File: config.mk
export PLATFORM = sky130hd
export DESIGN_NAME = signal_resample
export DESIGN_NICKNAME = d
export VERILOG_FILES = /design/src/rtl/signal_resample_pkg.sv /design/src/rtl/signal_resample_phase_delta.sv /design/src/rtl/signal_resample.sv
export SDC_FILE = /design/constraint.sdc
export NUM_CORES = 1
export LEC_CHECK = 0
export BUFFER_PORTS_ARGS = -buffer_cell sky130_fd_sc_hd__buf_2
export CAP_MARGIN = 20
export CORE_ASPECT_RATIO = 2
export CORE_MARGIN = 3
export CORE_UTILIZATION = 40
export DETAILED_ROUTE_END_ITERATION = 12
export PLACE_DENSITY_LB_ADDON = 0.05
export SYNTH_ARGS = -nofsm -noshare
export SYNTH_HDL_FRONTEND = slang
export SYNTH_SLANG_ARGS = --single-unit
File: constraint.sdc
create_clock -name clock_i -period 14.7 [get_ports clock_i]
set_input_delay 2.205 -clock clock_i [delete_from_list [all_inputs] [get_ports clock_i]]
set_output_delay 2.205 -clock clock_i [all_outputs]
set_load 0.03 [all_outputs]
File: src/rtl/signal_resample_pkg.sv
// Shared constants and state encoding for the per-antenna mid-bit resampler.
// The capture stage imports the same package so both agree on N, H and the phase width.
package signal_resample_pkg;

  localparam int RATIO = 6;
  localparam int TICKS = 2;
  localparam int PBITS = 4;
  localparam int MAXD  = 1;

  localparam int N = RATIO * TICKS;
  localparam int H = N / 2;

  // g must hold up to 2N; delta needs headroom for the signed wrap of m - m_last
  localparam int GBITS = $clog2(2 * N + 1);
  localparam int DBITS = PBITS + 2;

  typedef enum logic [1:0] {
    ST_IDLE = 2'd0,
    ST_ACQ  = 2'd1,
    ST_RUN  = 2'd2
  } state_t;

endpackage

File: src/rtl/signal_resample_phase_delta.sv
// Signed wrap of (m - m_last) into [-H, H-1], then clamp to +/-MAXD.
// Purely combinational so the capture stage can reuse it.
module phase_delta
  import signal_resample_pkg::*;
(
  input  logic        [PBITS-1:0] m_i,
  input  logic        [PBITS-1:0] m_last_i,
  output logic signed [DBITS-1:0] delta_o,
  output logic                    clamp_o
);

  logic signed [DBITS-1:0] w_diff;
  logic signed [DBITS-1:0] w_wrap;
  logic signed [DBITS-1:0] w_raw;

  always_comb begin
    w_diff = $signed({2'b00, m_i}) - $signed({2'b00, m_last_i});
    w_wrap = (w_diff < 0) ? w_diff + DBITS'(N) : w_diff;
    // Upper half of the circle means a backward step, so 0 -> N-1 reads as -1
    w_raw  = (w_wrap >= DBITS'(H)) ? w_wrap - DBITS'(N) : w_wrap;
  end

  always_comb begin
    delta_o = w_raw;
    clamp_o = 1'b0;
    if (w_raw > DBITS'(MAXD)) begin
      delta_o = DBITS'(MAXD);
      clamp_o = 1'b1;
    end else if (w_raw < -DBITS'(MAXD)) begin
      delta_o = -DBITS'(MAXD);
      clamp_o = 1'b1;
    end
  end

endmodule

File: src/rtl/signal_resample.sv
// Picks one mid-bit sample per recovered bit from the DDR sample pair, following
// slow phase drift (including wrap) with slew-limited steps; flags clamped jumps.
module signal_resample
  import signal_resample_pkg::*;
(
  input  logic             clock_i,
  input  logic             reset_i,
  input  logic             enable_i,
  input  logic             sig_n_i,
  input  logic             sig_p_i,
  input  logic             strobe_i,
  input  logic [PBITS-1:0] phase_i,
  input  logic             locked_i,
  output logic             data_o,
  output logic             valid_o,
  output logic             error_o,
  output logic             active_o
);

  state_t r_state;
  state_t w_state_next;

  logic [PBITS-1:0] r_m_last;
  logic [PBITS-1:0] w_m_last_next;
  logic [GBITS-1:0] r_g;
  logic [GBITS-1:0] w_g_next;
  logic [GBITS-1:0] w_g_cur;

  logic r_data;
  logic r_valid;
  logic r_error;
  logic r_active;

  logic w_go;
  logic w_count;
  logic w_emit;
  logic w_sample;
  logic w_err_next;

  logic [PBITS:0]          w_m_sum;
  logic [PBITS-1:0]        w_m;
  logic signed [DBITS-1:0] w_delta;
  logic signed [DBITS-1:0] w_delta_use;
  logic                    w_clamp;
  logic signed [DBITS-1:0] w_ml_sum;
  logic [PBITS-1:0]        w_ml_step;

  assign w_go = enable_i & locked_i;

  // Mid-bit target m = (phase + H) mod N; phase is below N so one subtraction suffices
  assign w_m_sum = {1'b0, phase_i} + (PBITS+1)'(H);
  assign w_m     = (w_m_sum >= (PBITS+1)'(N)) ? PBITS'(w_m_sum - (PBITS+1)'(N))
                                              : w_m_sum[PBITS-1:0];

  phase_delta u_phase_delta (
    .m_i      (w_m),
    .m_last_i (r_m_last),
    .delta_o  (w_delta),
    .clamp_o  (w_clamp)
  );

  always_comb begin
    w_ml_sum = $signed({2'b00, r_m_last}) + w_delta;
    if (w_ml_sum < 0) begin
      w_ml_step = PBITS'(w_ml_sum + DBITS'(N));
    end else if (w_ml_sum >= DBITS'(N)) begin
      w_ml_step = PBITS'(w_ml_sum - DBITS'(N));
    end else begin
      w_ml_step = w_ml_sum[PBITS-1:0];
    end
  end

  always_ff @(posedge clock_i) begin
    if (reset_i) begin
      r_state <= ST_IDLE;
    end else begin
      r_state <= w_state_next;
    end
  end

  always_comb begin
    w_state_next = r_state;
    case (r_state)
      ST_IDLE: if (w_go) w_state_next = ST_ACQ;
      ST_ACQ: begin
        if (!w_go) begin
          w_state_next = ST_IDLE;
        end else if (strobe_i) begin
          w_state_next = ST_RUN;
        end
      end
      ST_RUN:  if (!w_go) w_state_next = ST_IDLE;
      default: w_state_next = ST_IDLE;
    endcase
  end

  // The strobe cycle already holds sample positions 0 and 1, so it counts down like a RUN cycle
  always_comb begin
    w_count       = 1'b0;
    w_emit        = 1'b0;
    w_sample      = sig_n_i;
    w_err_next    = 1'b0;
    w_g_cur       = r_g;
    w_g_next      = r_g;
    w_delta_use   = '0;
    w_m_last_next = r_m_last;
    case (r_state)
      ST_ACQ: begin
        if (w_go && strobe_i) begin
          w_count       = 1'b1;
          w_g_cur       = GBITS'(w_m);
          w_m_last_next = w_m;
        end
      end
      ST_RUN: begin
        if (w_go) begin
          w_count     = 1'b1;
          w_delta_use = w_delta;
        end
      end
      default: w_count = 1'b0;
    endcase
    if (w_count) begin
      if (w_g_cur >= GBITS'(2)) begin
        w_g_next = w_g_cur - GBITS'(2);
      end else begin
        w_emit     = 1'b1;
        w_sample   = w_g_cur[0] ? sig_p_i : sig_n_i;
        w_g_next   = w_g_cur + GBITS'(N) + GBITS'(w_delta_use) - GBITS'(2);
        if (r_state == ST_RUN) begin
          w_err_next    = w_clamp;
          w_m_last_next = w_ml_step;
        end
      end
    end
  end

  always_ff @(posedge clock_i) begin
    if (reset_i) begin
      r_m_last <= '0;
      r_g      <= '0;
      r_data   <= 1'b0;
      r_valid  <= 1'b0;
      r_error  <= 1'b0;
      r_active <= 1'b0;
    end else begin
      r_m_last <= w_m_last_next;
      r_g      <= w_g_next;
      if (w_emit) r_data <= w_sample;
      r_valid  <= w_emit;
      r_error  <= w_err_next;
      r_active <= (w_state_next == ST_RUN);
    end
  end

  assign data_o   = r_data;
  assign valid_o  = r_valid;
  assign error_o  = r_error;
  assign active_o = r_active;

endmodule

======== Word-level counts from Yosys, hierarchy flattened ========
Index checks and enable logic that the tools add are counted.
word-level totals
  flip-flop bits (word level) ............. 15
  logic and storage cells ................. 68
cells by class
  add/subtract/negate cells ............... 12
  order comparisons ....................... 8
  equal/unequal tests ..................... 3
  mux-type cells .......................... 32
  bitwise logic cells ..................... 3
  reduce and logical (&&, ||, !) cells .... 3
operators by type and width
  kind                                                               number
  2-to-1 mux 4 bit                                                   8
  2-to-1 mux 5 bit                                                   5
  2-to-1 mux 6 bit                                                   4
  < comparator 6 x 1 -> 1 bit, second input constant                 2
  subtractor 5 x 2 -> 5 bit, second input constant                   2
  2-to-1 mux 1 bit                                                   9
  2-to-1 mux 2 bit                                                   4
  adder 5 x 5 -> 6 bit, second input constant                        1
  adder 5 x 6 -> 6 bit                                               1
  greater-or-equal comparator 6 x 4 -> 1 bit, second input constant  1
  greater-or-equal comparator 6 x 5 -> 1 bit, second input constant  1
  > comparator 6 x 2 -> 1 bit, second input constant                 1
  case mux 2 bit (3 select lines)                                    1
  subtractor 6 x 5 -> 6 bit, second input constant                   1
  adder 4 x 3 -> 5 bit, second input constant                        1
  adder 5 x 4 -> 5 bit, second input constant                        1
  adder 5 bit                                                        1
  greater-or-equal comparator 5 x 2 -> 1 bit, second input constant  1
  greater-or-equal comparator 5 x 4 -> 1 bit, second input constant  1
  < comparator 5 x 1 -> 1 bit, second input constant                 1
  subtractor 4 x 4 -> 5 bit                                          1
  adder 4 x 3 -> 4 bit, second input constant                        1
  == test 2 bit, second input constant                               2
  OR reduction 4 bit                                                 1
  other kinds (8)                                                    9

======== Depth between registers and ports, before layout ========
  word-level depth ........................ 18
  gate-level depth with buffers ........... 31
  gate-level depth less buffers ........... 30

======== Hierarchy ========
Synthesis repeated with hierarchy kept, for this count alone.
second synthesis, totals
  cells, all modules ...................... 252
  area, all modules ....................... 1974.4 µm²
by module, submodules not included
  module           times used  cells an instance  area an instance (µm²)  sequential area each (µm²)
  signal_resample  1           195                1554.0                  300.3
  phase_delta      1           57                 420.4                   0.0

======== Least setup slack after synthesis ========
Ideal clock, no wire load.
  kind .................................... in2reg
  start point ............................. input port phase_i[1]
  end point ............................... register r_m_last[2]
  arrival time ............................ 8.227 ns
  slack ................................... 6.382 ns
  stages .................................. 29
  path buffers ............................ 1
  cells stage by stage .................... inv_1 ha_1 xnor2_1 ha_1 nand3b_1 a221oi_1 a31oi_1 ha_1 and3b_4 nor3_1 nor2_1 xnor2_1 ha_1 and2_1 or4b_4 and3_1 buf_6 a2111oi_2 nand2_1 ha_1 fa_1 xor2_1 xor2_1 ha_1 a311o_1 mux2i_1 xnor2_1 nor2_1 a311oi_1
on the way
  cells in the longest elaborated chain, start to end .. 18
RTL lines
  element                                                                                  line                                          RTL
  start: declaration                                                                       signal_resample.sv:12                         input logic [PBITS-1:0] phase_i,
  adder 4 x 3 -> 5 bit (*)                                                                 signal_resample.sv:51                         assign w_m_sum = {1'b0, phase_i} + (PBITS+1)'(H);
  subtractor 4 bit or greater-or-equal comparator 5 x 4 -> 1 bit (tied branches)           signal_resample.sv:52                         assign w_m = (w_m_sum >= (PBITS+1)'(N)) ? PBITS'(w_m_sum - (PBITS+1)'(N))
  2-to-1 mux 4 bit (*)                                                                     signal_resample.sv:52
  subtractor 4 x 4 -> 5 bit                                                                signal_resample_phase_delta.sv:17             w_diff = $signed({2'b00, m_i}) - $signed({2'b00, m_last_i});
  adder 5 x 5 -> 6 bit or < comparator 5 x 1 -> 1 bit (tied branches)                      signal_resample_phase_delta.sv:18             w_wrap = (w_diff < 0) ? w_diff + DBITS'(N) : w_diff;
  2-to-1 mux 6 bit                                                                         signal_resample_phase_delta.sv:18
  subtractor 6 x 5 -> 6 bit or greater-or-equal comparator 6 x 4 -> 1 bit (tied branches)  signal_resample_phase_delta.sv:20             w_raw = (w_wrap >= DBITS'(H)) ? w_wrap - DBITS'(N) : w_wrap;
  2-to-1 mux 6 bit                                                                         signal_resample_phase_delta.sv:20
  [2 not listed]                                                                           -
  2-to-1 mux 6 bit                                                                         signal_resample_phase_delta.sv:26             if (w_raw > DBITS'(MAXD)) begin
  adder 5 x 6 -> 6 bit                                                                     signal_resample.sv:63                         w_ml_sum = $signed({2'b00, r_m_last}) + w_delta;
  greater-or-equal comparator 6 x 5 -> 1 bit or subtractor 4 x 3 -> 4 bit (tied branches)  signal_resample.sv:66, signal_resample.sv:67
  2-to-1 mux 4 bit                                                                         signal_resample.sv:66                         end else if (w_ml_sum >= DBITS'(N)) begin
  2-to-1 mux 4 bit                                                                         signal_resample.sv:64                         if (w_ml_sum < 0) begin
  2-to-1 mux 4 bit                                                                         signal_resample.sv:130                        if (r_state == ST_RUN) begin
  2-to-1 mux 4 bit                                                                         signal_resample.sv:124                        if (w_g_cur >= GBITS'(2)) begin
  2-to-1 mux 4 bit (*)                                                                     signal_resample.sv:123                        if (w_count) begin
  end signal: assignment                                                                   signal_resample.sv:147                        r_m_last <= w_m_last_next;
  end: declaration                                                                         signal_resample.sv:23                         logic [PBITS-1:0] r_m_last;
Every way passes the cells marked *; elsewhere a longest branch is shown, timed or not.
A chain may end at the register's enable or synchronous reset.

======== Final worst setup path ========
Same ends and word-level chain as after synthesis.

==> results.yml <==
synthesis:
  ys_top_cells_by_area: "dfxtp_1, ha_1, inv_1"
  synth_nets: 267
  synth_largest_area_cell: "dfxtp_1"
  synth_fa_ha_area_frac: 0.2065
  synth-seq-cells: 15
  synth-edff-count: 0
  post_synth.cell_area_avg_sq_um: 7.857
  total_standard_cell_area_after_synthesis_sq_um: 1799
  synth.lib_cells_used.distinct: 47
  synth_area_in_compound_gates: 0.2107
  ys_warn_count: 0
  synth_xor_area_frac: 0.07163
  synth.yosys.seq_area_share: 0.1669
  postSynth.topFlopCell: "dfxtp_1"
  synthesis.instances: 229
  synth_top_cells_by_count: "ha_1, inv_1, nor2_1"
  post-synth-top-count-cell: "ha_1"
  synthSimpleGateAreaFrac: 0.2330
  synth_top_family_by_area: "simple AND/OR/NAND/NOR gates"
  synth_mux_area_frac: 0.05076
  synth_top_area_share: 0.1669
  synth_async_sr_flop_share: 0
worst_hold_path:
  hold_path.class: "reg2reg"
  whs_endpoint: "data_o"
  timing.hold.worst.start: "data_o"
  hold_path_depth: 2
routing:
  drt_iter0_drc: 16
  drc: 0
  vias: 1642
  detailedRoute.firstPassIterationCount: 4
  ant_nets: 0
  post_drt_wl_per_cell_um: 14.84
  avgViaCountPerCell: 5.566
  finalWirelength_um: 4379
timing:
  setup_ws_ps: 5696
  achievable-frequency_mhz: 111.1
  setup_total_negative_slack_ps: 0
  rsz_0062_raised_after_global_routing: "false"
  final_hold_viol_count: 0
  slew_headroom: 0.5837
  drv_slew: 0
  timing_worst_slew_pin_value_ps: 620.7
  min_period_over_period: 0.6125
  fin_crit_ps: 9004
  setup_viol: 0
  fin_worst_skew_ps: 2.164
global_route:
  grt_use_total: 0.1822
  global_route_wire_length_before_repair_um: 7424
  largest_net_degree_at_the_start_of_global_routing: 16
  grt_antenna_before_repair: 0
  first_global_vias: 1713
  overflow: 0
layout:
  finalCoreUtilization: 0.4646
  final_net_count: 282
  post_layout_nonfiller_instances: 295
  layout.cell_area.non_filler_sq_um: 1957
  seq_area_sq_um: 300.3
  layout-drive-gt1-share: 0.1111
  multi_input_area_sq_um: 1390
  antenna_cells_inserted: 0
  nFillCells: 472
  area_delta_synth_final_pct: 8.762
worst_setup_path:
  worstReg2RegEnd: "r_m_last[2]"
  required_ps: 14850
  cp-start-kind: "input pin"
  crit_type: "in2reg"
  timing.rr.start: "r_m_last[2]"
  slowest_delay_ps: 530
  worst_ep_arrival_time_ps: 9160
  critPathSlowestCell: "or4b_4"
  critical_path_peak_fanout: 8
  crit_path_end_kind: "flop"
  ff2ff_setup_slack_ps: 8520
  reg2regPathDepth: 22
  most_used_cell_along_the_critical_path: "ha_1"
clock_tree:
  htreeDepth: 1
  cts-root-buf: "clkbuf_8"
  cts.reportedPaths.clkPinSlew_ps: 60
  cts-buffers-inserted: 3
  tritoncts: "built"
  insertion_delay_ps: 240
  clkSinkCount: 15
  ctsResizeCount: 0
  post_cts.repair.setup_buffers: 0
  clock_path_buffers: 2
  cts_hold_buf: 0
power_and_ir_drop:
  p_per_area_nw_per_um2: 86.51
  static-leakage-power_uw: 0.0008667
  ir_drop_mv: 0.07474
outcome:
  run_status: "finished clean"
place:
  routabilityCongestion: 0.8449
  place.detailed.hpwl_um: 3754
  io_buffer_count: 14
  pre_cts_slack_ps: 5444
  postPlaceCellArea_sq_um: 1912
  placed_cells: 291
floorplanning:
  core.rowCount: 33
  die_area_sq_um: 5388
  start_util: 0.4272
  design.portCount: 15
  coreArea_sq_um: 4212
  fp.dieW_um: 53.43
  die_height_um: 100.8
flow_run:
  maxCapViolCount: 0
## sequential cells by signal, indices dropped and copies added (netlist names)
signal and count:
active_o 1, data_o 1, error_o 1, r_g 5, r_m_last 4, r_state 2, valid_o 1
## metrics by stage
stage	hold WS [ps]	power, uW
2_1_floorplan	463.7	120.4
3_3_place_gp	479.8	137.2
3_5_place_dp	494.2	137.2
4_1_cts	512.1	171.3
5_1_grt	547.4	184.4
6_report	500.6	169.3
## final cells by class
cell class,count,share of cell area
inverter,23,0.04412
sequential,15,0.1535
multi-input combinational,187,0.7104
timing repair buffer,14,0.03581
clock buffer,4,0.02302
tap,52,0.03325
## placed cells by master (no fill, tap or decap), types with 4 or more instances in the layout
cell type  count
nor2_1        20
xnor2_1        8
inv_1         23
mux2i_1        8
nand3_1        6
a211oi_1       4
and2_1         6
nand2_1       18
buf_2         14
nor2b_1        4
and3_1         5
a21o_1         5
o21ai_0       16
ha_1          24
a21oi_1       14
dfxtp_1       15
## per-layer routing
metal | vias up | track usage | wire length, um
li1 | 851 | - | -
met1 | 767 | 0.1697 | 1607
met2 | 16 | 0.3775 | 2604
met3 | 8 | 0.02074 | 71
met4 | 0 | 0.04921 | 95
met5 | - | 0 | 0
## cells by family after synthesis
group / count (synthesis)
xor gates and xnor gates: 13
muxes: 9
AOI/OAI and AO/OA: 58
adders and majority gates: 28
buffers and inverters: 27
and+or+nand+nor: 79
DFF: 15
## power breakdown
part / internal (uW) / switching [uW]
logic: 40.3 / 54.1
clock network: 19.2 / 14.1
registers: 41.1 / 0.515
total: 101 / 68.7
## how the worst max path moves through the flow
| stage | cells after the start | to | startpoint |
|---|---|---|---|
| 2_1_floorplan | 29 | r_m_last[2] | phase_i[1] |
| 3_3_place_gp | 29 | r_m_last[2] | phase_i[1] |
| 3_5_place_dp | 29 | r_m_last[2] | phase_i[1] |
| 4_1_cts | 29 | r_m_last[2] | phase_i[1] |
| 5_1_grt | 29 | r_m_last[2] | phase_i[1] |
| 6_report | 29 | r_m_last[2] | phase_i[1] |
## worst max-delay path, delay by kind of cell
kind / cells / cell delay [ps]
fa+ha+maj: 7 / 2080
xor+xnor: 4 / 720
mux: 1 / 160
simple gates: 9 / 2220
buf+inv: 3 / 300
compound gates: 5 / 1430
Power figures use the tool's default switching activity.
